===== config.mk =====
export PLATFORM = sky130hd
export DESIGN_NAME = roi_pixel_fetch
export DESIGN_NICKNAME = d
export VERILOG_FILES = /design/src/rtl/roi_pixel_fetch.sv
export SDC_FILE = /design/constraint.sdc
export NUM_CORES = 1
export LEC_CHECK = 0
export CAP_MARGIN = 20
export CORE_MARGIN = 3
export CORE_UTILIZATION = 40
export CTS_BUF_LIST = sky130_fd_sc_hd__clkbuf_4
export DETAILED_ROUTE_END_ITERATION = 12
export GPL_TIMING_DRIVEN = 1
export REMOVE_ABC_BUFFERS = 1
export SETUP_SLACK_MARGIN = 0.4
export SYNTH_ARGS = -nofsm -noshare
export SYNTH_HDL_FRONTEND = slang
export SYNTH_SLANG_ARGS = --single-unit

===== constraint.sdc =====
create_clock -name clk -period 7.3 [get_ports clk]
set_clock_uncertainty 0.2 [all_clocks]
set_input_delay 1.46 -clock clk [delete_from_list [all_inputs] [get_ports clk]]
set_output_delay 1.46 -clock clk [all_outputs]
set_load 0.01 [all_outputs]

===== src/rtl/roi_pixel_fetch.sv =====
// Window-read responder: queues row-fetch commands, streams the addressed hue
// pixels from frame memory into a show-ahead FIFO drained by the tracker.
module roi_pixel_fetch #(
  parameter int DEPTH   = 64,
  parameter int AE_THR  = 4,
  parameter int AF_THR  = 8,
  parameter int MAX_OUT = 8
) (
  input  logic        clk,
  input  logic        rst,
  input  logic        cmd_wr,
  input  logic [32:0] addr_length,
  output logic        cmd_full,
  input  logic        data_rd,
  output logic [7:0]  h_value,
  output logic        almost_empty,
  output logic        almost_full,
  output logic        mem_req,
  output logic [21:0] mem_addr,
  input  logic        mem_ack,
  input  logic        mem_rvalid,
  input  logic [7:0]  mem_rdata,
  output logic        busy
);

  localparam int PW = $clog2(DEPTH);
  localparam int FW = PW + 1;
  localparam int OW = $clog2(MAX_OUT + 1);

  typedef struct packed {
    logic [21:0] start;
    logic [10:0] len;
  } cmd_t;

  typedef enum logic [1:0] {IDLE, LOAD, ISSUE, WAIT_DRAIN} state_t;

  state_t          state;
  logic [21:0]     cur_addr;
  logic [10:0]     remain;
  logic [OW-1:0]   outs;
  logic [FW-1:0]   fill;

  // ---------------- command queue (2 entries) ----------------
  cmd_t        cq [2];
  logic        cq_wp, cq_rp;
  logic [1:0]  cq_cnt;
  logic        cq_push, cq_pop;
  cmd_t        cmd_head;

  assign cmd_full = (cq_cnt == 2'd2);
  assign cq_push  = cmd_wr && !cmd_full;
  assign cq_pop   = (state == LOAD);
  assign cmd_head = cq[cq_rp];

  always_ff @(posedge clk) begin
    if (rst) begin
      cq_wp  <= 1'b0;
      cq_rp  <= 1'b0;
      cq_cnt <= 2'd0;
    end else begin
      if (cq_push) begin
        cq[cq_wp] <= cmd_t'(addr_length);
        cq_wp     <= ~cq_wp;
      end
      if (cq_pop) cq_rp <= ~cq_rp;
      cq_cnt <= cq_cnt + {1'b0, cq_push} - {1'b0, cq_pop};
    end
  end

  // ---------------- credit and request ----------------
  logic          rv_acc, ack_hs, credit;
  logic [FW:0]   inflight;

  // Responses with nothing outstanding are stale (e.g. from before a reset).
  assign rv_acc   = mem_rvalid && (outs != '0);
  assign ack_hs   = mem_req && mem_ack;
  assign inflight = {1'b0, fill} + (FW+1)'(outs);
  assign credit   = (inflight < (FW+1)'(DEPTH)) && (outs < OW'(MAX_OUT));
  assign mem_req  = (state == ISSUE) && credit;
  assign mem_addr = cur_addr;
  assign busy     = (state != IDLE) || (cq_cnt != 2'd0) || (outs != '0);

  // ---------------- fetch FSM ----------------
  always_ff @(posedge clk) begin
    if (rst) begin
      state    <= IDLE;
      cur_addr <= '0;
      remain   <= '0;
    end else begin
      case (state)
        IDLE: if (cq_cnt != 2'd0) state <= LOAD;
        LOAD: begin
          cur_addr <= cmd_head.start;
          remain   <= cmd_head.len;
          state    <= (cmd_head.len == '0) ? IDLE : ISSUE;
        end
        ISSUE: if (ack_hs) begin
          cur_addr <= cur_addr + 22'd1;
          remain   <= remain - 11'd1;
          if (remain == 11'd1) state <= WAIT_DRAIN;
        end
        WAIT_DRAIN: if (outs == '0) state <= IDLE;
        default: state <= IDLE;
      endcase
    end
  end

  always_ff @(posedge clk) begin
    if (rst) outs <= '0;
    else     outs <= outs + OW'(ack_hs) - OW'(rv_acc);
  end

  // ---------------- show-ahead data FIFO ----------------
  logic [7:0]    pix_mem [DEPTH];
  logic [PW-1:0] wp, rp, rp_nx;
  logic          pop;
  logic [FW-1:0] fill_nx, fill_left;
  logic [7:0]    h_nx;

  assign pop       = data_rd && (fill != '0);
  assign fill_left = fill - FW'(pop);
  assign fill_nx   = fill_left + FW'(rv_acc);
  assign rp_nx     = rp + PW'(pop);
  // When the FIFO would otherwise be empty, the incoming word becomes the head.
  assign h_nx      = (fill_left == '0) ? mem_rdata : pix_mem[rp_nx];

  always_ff @(posedge clk) begin
    if (rst) begin
      wp           <= '0;
      rp           <= '0;
      fill         <= '0;
      h_value      <= 8'd0;
      almost_empty <= 1'b1;
      almost_full  <= 1'b0;
    end else begin
      if (rv_acc) begin
        pix_mem[wp] <= mem_rdata;
        wp          <= wp + PW'(1);
      end
      rp           <= rp_nx;
      fill         <= fill_nx;
      if (fill_nx != '0) h_value <= h_nx;
      almost_empty <= (fill_nx <= FW'(AE_THR));
      almost_full  <= ((FW'(DEPTH) - fill_nx) <= FW'(AF_THR));
    end
  end

endmodule


==> impl_metrics.py, run 1 <==
metrics = {
    "pwr": {
        "internal-power_mw": 7.823,
        "p_leak_nw": 9.890,
        "p_sw_mw": 3.821,
        "p_per_area_mw_per_mm2": 378.1,
        "vdd.ir_drop.worst_v": 0.0003047,
        "comb_power_share": 0.353,
        "total_power_mw": 11.64,
        "pwr-share-seq": 0.382,
        "p_sw_frac": 0.3281,
        "clock_power_share": 0.265,
    },
    "logic_synthesis": {
        "synth.top_cell.area_share": 0.6463,
        "avgSynthCellArea_um2": 16.33,
        "synth_enable_flop_cells": 578,
        "synthArstFlopShare": 0,
        "yosys.area.top_type": "edfxtp_1",
        "ys_seq_area_frac": 0.7007,
        "synth_warnings": 0,
        "synthTopCellsByCount": "edfxtp_1 (578), mux4_2 (128), nor2_1 (116)",
        "syn_inst": 1645,
        "synth_cell_types": 73,
        "synth_area_mm2": 0.02686,
        "synthTopCellsByArea": "edfxtp_1 (65%), mux4_2 (11%), dfxtp_1 (5.4%)",
        "ys_ff_latch": 651,
        "ys.flop_type": "edfxtp_1",
        "synthMostInstantiatedCell": "edfxtp_1",
    },
    "clocking": {
        "clock-sinks": 651,
        "root_buffer": "clkbuf_4",
        "cts_buffers": 168,
        "cts-resized-gates": 0,
        "cts_setup_buffers": 0,
        "cts_tree": "yes",
        "clk_pin_slew_ns": 0.07,
        "cts_hold_buf": 0,
        "htree_levels": 4,
        "clk_latency_ns": 0.95,
        "clockBufferDepth": 3,
    },
    "sta": {
        "slew_viol_final": 0,
        "worstMarginPinSlew_ns": 1.055,
        "setup_viol": 0,
        "fmax_mhz": 200.1,
        "setup-tns-final_ns": 0,
        "rsz0062_at_grt": "no",
        "hold_violations": 0,
        "whs_ns": 0.3132,
        "post-route-worst-setup-slack_ns": 2.302,
        "final.min_clock_period_ns": 4.998,
        "max_slew_margin": 0.2944,
        "period_share": 0.6846,
    },
    "die": {
        "start_util": 0.4063,
        "die_h_um": 265.1,
        "dieArea_mm2": 0.07029,
        "num_rows": 94,
        "die_w_um": 265.1,
        "core_mm2": 0.06610,
        "ios": 82,
    },
    "cells_and_area": {
        "final_core_util": 0.4659,
        "fin_area_mm2": 0.03080,
        "drive_above_1_share": 0.2487,
        "syn_to_final_growth_pct": 14.68,
        "nNetsFinal": 1905,
        "fill_cells": 5768,
        "finalNonFillerCells": 2827,
    },
    "grt": {
        "grt_usage": 0.1840,
        "gr-total-overflow": 0,
        "grt_pass1_vias": 16140,
        "grt_pass1_wl_um": 97750,
        "antenna_found_initial": 2,
        "grt_max_degree": 66,
    },
    "drt": {
        "wl_per_cell_um": 22.50,
        "drt_first_pass_iters": 5,
        "route.vias.total": 15670,
        "drt_iter0_drc": 1245,
        "wl_um": 63590,
        "via_per_inst": 5.542,
        "antenna_left": 0,
        "drc": 0,
    },
    "placement": {
        "dp_cells": 2530,
        "post-dp-hpwl_um": 38180,
        "globalplace.congestion": 0.8186,
        "port_buffers": 81,
        "placed_area_mm2": 0.02866,
        "place_ws_ns": 1.755,
    },
    "setup_path": {
        "r2r_cells": 13,
        "required_ns": 5.64,
        "startpoint_type": "register",
        "cp-end-kind": "output pin",
        "cp.arrival_ns": 3.34,
        "path_class": "reg -> out",
        "crit_fanout": 50,
    },
    "outcome": {
        "status": "completed",
    },
    "flow_run": {
        "cap_violations": 0,
    },
    "min_path": {
        "hold_depth": 2,
        "min_path_type": "reg -> reg",
    },
}
==> worst paths after layout <==
kind / startpoint / to / slack (ns)
max reg2reg: fill[4] / h_value[6] / 2.81
max: state[0] / mem_req / 2.30
min: mem_addr[1] / mem_addr[1] / 0.31
min reg2reg: mem_addr[1] / mem_addr[1] / 0.31
==> logic make-up after synthesis <==
group	after synthesis	synth area share
muxes	178	0.1261
xor gates and xnor gates	23	0.007501
DFF	651	0.7007
and+or+nand+nor	431	0.07836
AOI/OAI and AO/OA	220	0.05684
adders and majority gates	21	0.01006
buffers and inverters	121	0.02045
==> area by class of cell <==
cell class	instances	area [um2]	area share
Sequential cell	651	18820	0.6110
Multi-Input combinational cell	873	7584	0.2462
Clock buffer	256	1922	0.06240
Timing Repair Buffer	119	1101	0.03575
Tap cell	864	1081	0.03510
Clock inverter	39	198.9	0.006459
Inverter	24	90.09	0.002925
Antenna cell	1	2.502	0.00008125
==> routing by layer <==
layer / part of all wire / vias to the layer above / track usage
met5: 0 / - / 0
li1: - / 7006 / -
met2: 0.47 / 583 / 0.2837
met3: 0.077 / 126 / 0.05143
met1: 0.43 / 7951 / 0.2511
met4: 0.026 / 0 / 0.06825
==> power groups by stage <==
stage,clock network (mW),logic (mW),registers [mW]
after global placement,0,4.09,4.55
final,3.09,4.11,4.45
after CTS,3.18,4.14,4.48
after global routing,3.38,4.47,4.48
after detailed placement,0,4.12,4.56
after floorplan,0,2.87,4.50
==> worst max-delay path, stage by stage, from the launching register on <==
cell             delay [ns]
dfxtp_1                0.39
nand2b_2               0.69
or3_4                  0.58
a31oi_1                0.16
clkdlybuf4s50_1        0.57
==> placed cells by master, fill, tap and decap left out, types with 10 or more instances in the layout <==
cell type	instances
mux4_2	128
clkbuf_4	256
and2_1	13
nand3_1	37
buf_4	34
nor2b_1	29
clkdlybuf4s50_1	72
nand2b_1	10
a211oi_1	50
clkinv_1	26
nand2_1	106
ha_1	18
inv_1	23
xnor2_1	13
and3_1	10
a31oi_1	19
o21ai_0	25
nand4_1	18
mux2i_1	47
dfxtp_1	72
a21oi_1	53
nor2_1	116
or3_1	10
o21ai_1	17
edfxtp_1	578
nor3_1	38
nor3_2	10
==> state kept, by name (all words and copies together) (netlist names), 4 cells and up, named ones only <==
name,flops
cq,66
fill,7
h_value,8
mem_addr,22
outs,4
pix_mem,512
remain,11
rp,6
wp,6
Note: power is estimated with default switching activity, not from simulation.
==> run 2: changes to the inputs <==
Clock period 7.3 ns to 4.7 ns, I/O delays scaled along.
==> run 2 against run 1 <==
  * Cell area rose by 2.2%
  * Via count grew 1.1%
  * Combinational power rose by 69%
  * Register-to-register slack worse by 2.0 ns
  * Flip-flop and latch count stayed put
  * Setup slack got worse by 1.5 ns
  * Sequential power increased by 56%
  * Power is 61% higher
  * First-iteration DRC count shrank 6.3%
==> impl_metrics.py, run 2 (synthesis gave the netlist of run 1 again) <==
metrics = {
    "drt": {
        "via_per_inst": 5.440,
        "drc": 0,
        "wl_per_cell_um": 22.25,
        "drt_first_pass_iters": 5,
        "antenna_left": 0,
        "drt_iter0_drc": 1167,
        "wl_um": 64770,
        "route.vias.total": 15840,
    },
    "cells_and_area": {
        "mostFrequentLayoutCells": "edfxtp_1 (578), clkbuf_4 (255), mux4_2 (128)",
        "syn_to_final_growth_pct": 17.18,
        "final_common_cell": "edfxtp_1",
        "top_register": "pix_mem",
        "largest_reg_flops": 512,
        "drive_above_1_share": 0.2729,
        "fin_area_mm2": 0.03147,
        "nNetsFinal": 1977,
        "final_core_util": 0.4761,
        "fill_cells": 5753,
    },
    "die": {
        "die_w_um": 265.1,
        "start_util": 0.4063,
        "dieArea_mm2": 0.07029,
        "num_rows": 94,
        "ios": 82,
        "core_mm2": 0.06610,
        "die_h_um": 265.1,
    },
    "pwr": {
        "p_sw_mw": 6.124,
        "p_per_area_mw_per_mm2": 595.5,
        "clock_power_share": 0.259,
        "comb_power_share": 0.370,
        "p_leak_nw": 10.32,
        "p_sw_frac": 0.3268,
        "pwr-share-seq": 0.371,
        "internal-power_mw": 12.61,
        "total_power_mw": 18.74,
        "vdd.ir_drop.worst_v": 0.0003593,
    },
    "placement": {
        "placed_area_mm2": 0.02927,
        "globalplace.congestion": 0.8512,
        "post-dp-hpwl_um": 41280,
        "port_buffers": 81,
    },
    "clocking": {
        "htree_levels": 4,
        "root_buffer": "clkbuf_4",
        "clk_latency_ns": 1.00,
        "clock-sinks": 651,
        "clockBufferDepth": 3,
        "clk_pin_slew_ns": 0.06,
        "cts_buffers": 172,
        "cts_tree": "yes",
        "cts_setup_buffers": 0,
    },
    "grt": {
        "antenna_found_initial": 3,
        "grt_max_degree": 52,
        "grt_usage": 0.1866,
        "grt_pass1_vias": 16230,
        "grt_pass1_wl_um": 98370,
        "gr-total-overflow": 0,
    },
    "sta": {
        "max_slew_margin": 0.3558,
        "whs_ns": 0.1568,
        "setup_viol": 0,
        "final.min_clock_period_ns": 3.919,
        "rsz0062_at_grt": "no",
        "slew_viol_final": 0,
        "period_share": 0.8338,
        "worstMarginPinSlew_ns": 0.9627,
        "fmax_mhz": 255.2,
        "hold_violations": 0,
    },
    "setup_path": {
        "crit_fanout": 16,
        "cp-endpoint": "h_value[4]",
        "reg2reg_from": "fill[4]",
        "required_ns": 5.38,
        "cp.arrival_ns": 4.60,
        "startpoint_type": "register",
        "cp-end-kind": "register",
        "r2r_cells": 11,
        "regToRegSetupSlack_ns": 0.78,
        "path_class": "reg -> reg",
        "worstReg2RegEnd": "h_value[4]",
        "startpoint": "fill[4]",
    },
    "outcome": {
        "status": "completed",
    },
    "flow_run": {
        "cap_violations": 0,
    },
    "min_path": {
        "min_path_type": "in -> reg",
    },
}
[run 2: cell types whose count changed in the layout (fill, tap and decap cells not counted), sizes merged]
cell,change
buf,+68
dlygate4sd2,+1
clkinvlp,-2
clkinv,+9
inv,+5
clkdlybuf4s50,-1
clkbuf,-1
diode,+5
[run 2: worst min path at each step]
| stage | start | end | slack (ns) | cells after the start |
|---|---|---|---|---|
| floorplan | remain[4] | remain[4] | 0.26 | 2 |
| finish | rst | mem_addr[19] | 0.16 | 2 |
| detailed placement | remain[4] | remain[4] | 0.29 | 2 |
| global placement | remain[4] | remain[4] | 0.28 | 2 |
| global route | rst | mem_addr[19] | 0.07 | 2 |
| CTS | rst | mem_addr[19] | 0.03 | 2 |
[run 2: cell type report]
| class | count | area [um2] | share of cell area |
|---|---|---|---|
| Inverter | 24 | 90.09 | 0.002863 |
| Timing Repair Buffer | 187 | 1713 | 0.05443 |
| Tap cell | 864 | 1081 | 0.03435 |
| Multi-Input combinational cell | 873 | 7564 | 0.2403 |
| Clock buffer | 255 | 1914 | 0.06083 |
| Clock inverter | 51 | 272.8 | 0.008667 |
| Antenna cell | 6 | 15.01 | 0.0004771 |
| Sequential cell | 651 | 18820 | 0.5980 |
[run 2: metrics by stage]
stage | setup TNS, ns | std cells | worst slack [ns]
after floorplan | -27.01 | 1548 | -3.206
after global placement | 0 | 2599 | 0.1812
after detailed placement | 0 | 2599 | 0.09545
after CTS | 0 | 2905 | 0.6449
after global routing | 0 | 2910 | 0.4598
final | 0 | 2911 | 0.7812
[run 2: power by group through the flow]
stage	clock, mW	combinational [mW]	sequential [mW]
after floorplan	0	3.58	6.99
final	4.86	6.93	6.95
after detailed placement	0	7.00	7.07
after global routing	5.36	7.53	6.99
after CTS	5.03	7.03	6.94
after global placement	0	6.95	7.05
[run 2: worst max-delay path, stage by stage, from the launching register on]
cell,delay (ns)
dfxtp_1,0.57
nor3_2,0.15
a41oi_1,0.41
ha_1,0.27
ha_1,0.50
nand2b_1,0.16
nor2_1,0.21
nand4_1,0.22
a221oi_2,0.38
a211oi_4,0.08
or2_1,0.42
a311oi_2,0.26
[run 2: repair_timing]
action                                  in CTS  in global routing
endpoints found under the setup margin       1                  0
hold buffers                                 0                  0
gates resized for setup                      2                  0
[run 2: layer usage]
layer  share of wire  track usage  routed length [um]  vias to the layer above
li1                -            -                   -                     7176
met1            0.44       0.2518               28260                     8031
met2            0.47       0.2899               30570                      529
met3           0.071      0.05522                4583                      100
met4           0.021      0.06676                1352                        0
met5               0            0                   0                        -
==> run 3: changes to the inputs <==
Clock period 4.7 ns to 3.7 ns, I/O delays scaled along.
==> run 3 against run 2 <==
  * Critical path depth fell by 5
  * Setup slack worse by 0.43 ns
  * Count of clock-buffer cells in the layout decreased by 9
==> impl_metrics.py, run 3 (synthesis gave the netlist of run 1 again) <==
metrics = {
    "grt": {
        "grt_pass1_wl_um": 100500,
        "antenna_found_initial": 5,
        "grt_max_degree": 50,
        "grt_usage": 0.1905,
        "gr-total-overflow": 0,
        "grt_pass1_vias": 16760,
    },
    "drt": {
        "drc": 0,
        "wl_per_cell_um": 22.05,
        "antenna_left": 0,
        "via_per_inst": 5.423,
        "drt_first_pass_iters": 5,
        "wl_um": 66840,
        "route.vias.total": 16440,
        "drt_iter0_drc": 1270,
    },
    "placement": {
        "dp_cells": 2687,
        "post-dp-hpwl_um": 42990,
        "globalplace.congestion": 0.8635,
        "port_buffers": 81,
    },
    "sta": {
        "rsz0062_at_grt": "yes",
        "whs_ns": 0.1239,
        "hold_violations": 0,
        "fmax_mhz": 298.5,
        "worstMarginPinSlew_ns": 0.7750,
        "setup-tns-final_ns": 0,
        "period_share": 0.9054,
        "setup_viol": 0,
        "final.min_clock_period_ns": 3.350,
        "slew_viol_final": 0,
        "max_slew_margin": 0.4786,
    },
    "setup_path": {
        "cp.arrival_ns": 2.41,
        "startpoint_type": "register",
        "crit_chain": "ha_4 -> a31o_1 -> a21o_1 -> a21o_1 -> a31oi_1 -> buf_2",
        "required_ns": 2.76,
        "cp-end-kind": "output pin",
        "crit_fanout": 2,
        "cp_num_buf_inv": 1,
        "path_class": "reg -> out",
        "critPathSlowestCell": "dfxtp_4",
        "cp_slowest_stage_delay_ns": 0.35,
        "regToRegSetupSlack_ns": 0.38,
        "crit_top_cell": "a21o_1",
        "crit_family": "compound AO/OA/AOI/OAI gates",
    },
    "pwr": {
        "p_leak_nw": 11.05,
        "p_per_area_mw_per_mm2": 777.7,
        "vdd.ir_drop.worst_v": 0.0004929,
    },
    "cells_and_area": {
        "mostFrequentLayoutCells": "edfxtp_1 (578), clkbuf_4 (246), buf_4 (188)",
        "drive_above_1_share": 0.3335,
        "final_common_cell": "edfxtp_1",
        "finalNonFillerCells": 3031,
        "fill_cells": 5610,
        "largest_reg_flops": 512,
        "syn_to_final_growth_pct": 23.10,
        "nNetsFinal": 2104,
        "top_register": "pix_mem",
    },
    "clocking": {
        "cts_buffers": 169,
        "clock-sinks": 651,
        "clk_latency_ns": 1.00,
        "cts_tree": "yes",
        "htree_levels": 4,
        "clk_pin_slew_ns": 0.07,
        "clockBufferDepth": 3,
        "root_buffer": "clkbuf_4",
    },
    "die": {
        "ios": 82,
        "die_w_um": 265.1,
        "dieArea_mm2": 0.07029,
        "num_rows": 94,
        "die_h_um": 265.1,
        "core_mm2": 0.06610,
        "start_util": 0.4063,
    },
    "min_path": {
        "min_path_type": "in -> reg",
    },
    "outcome": {
        "status": "completed",
    },
    "flow_run": {
        "cap_violations": 0,
    },
}
==> run 3: worst paths after layout <==
check / start / endpoint / depth (start not counted)
min: mem_rdata[5] / pix_mem[53][5] / 1
min reg2reg: mem_addr[21] / mem_addr[21] / 2
max reg2reg: fill[2] / h_value[5] / 13
max: outs[1] / mem_req / 6
==> run 3: layout make-up <==
class                           count  area [um2]  share of cell area
Inverter                           24       90.09            0.002725
Timing Repair Buffer              317        2984             0.09026
Clock buffer                      246        1847             0.05586
Tap cell                          864        1081             0.03270
Multi-Input combinational cell    873        7928              0.2398
Clock inverter                     51       286.5            0.008666
Antenna cell                        5       12.51           0.0003784
Sequential cell                   651       18830              0.5696
==> run 3: report_power, final <==
part	switching, mW	total, mW	internal, mW
Sequential	0.405	8.78	8.38
Clock	2.92	6.06	3.14
Combinational	5.08	10.9	5.78
==> run 3: layer usage <==
metal,up-vias,share of wire,global-route usage
met5,-,0.00016,0
met2,602,0.48,0.3061
met4,2,0.025,0.06869
li1,7410,-,-
met3,109,0.067,0.04199
met1,8315,0.43,0.2576
==> run 3: stage by stage <==
step / cell area (um2) / util / worst slack [ns] / power (mW)
4_1_cts: 32600 / 0.4932 / 0.1577 / 25.14
3_5_place_dp: 30020 / 0.4541 / -0.4811 / 18.38
6_report: 33060 / 0.5002 / 0.3501 / 25.71
3_3_place_gp: 30020 / 0.4541 / -0.4414 / 18.29
2_1_floorplan: 26400 / - / -4.033 / 12.99
5_1_grt: 33060 / 0.5002 / 0.1646 / 27.12
==> run 3: timing repair <==
action                                  CTS  global route
pin swaps                                12            30
gates resized for setup                  41            59
hold endpoints to repair                 59             0
cloned                                    2             3
setup buffers                            15            10
endpoints found under the setup margin   16            15
hold buffers                             12             0
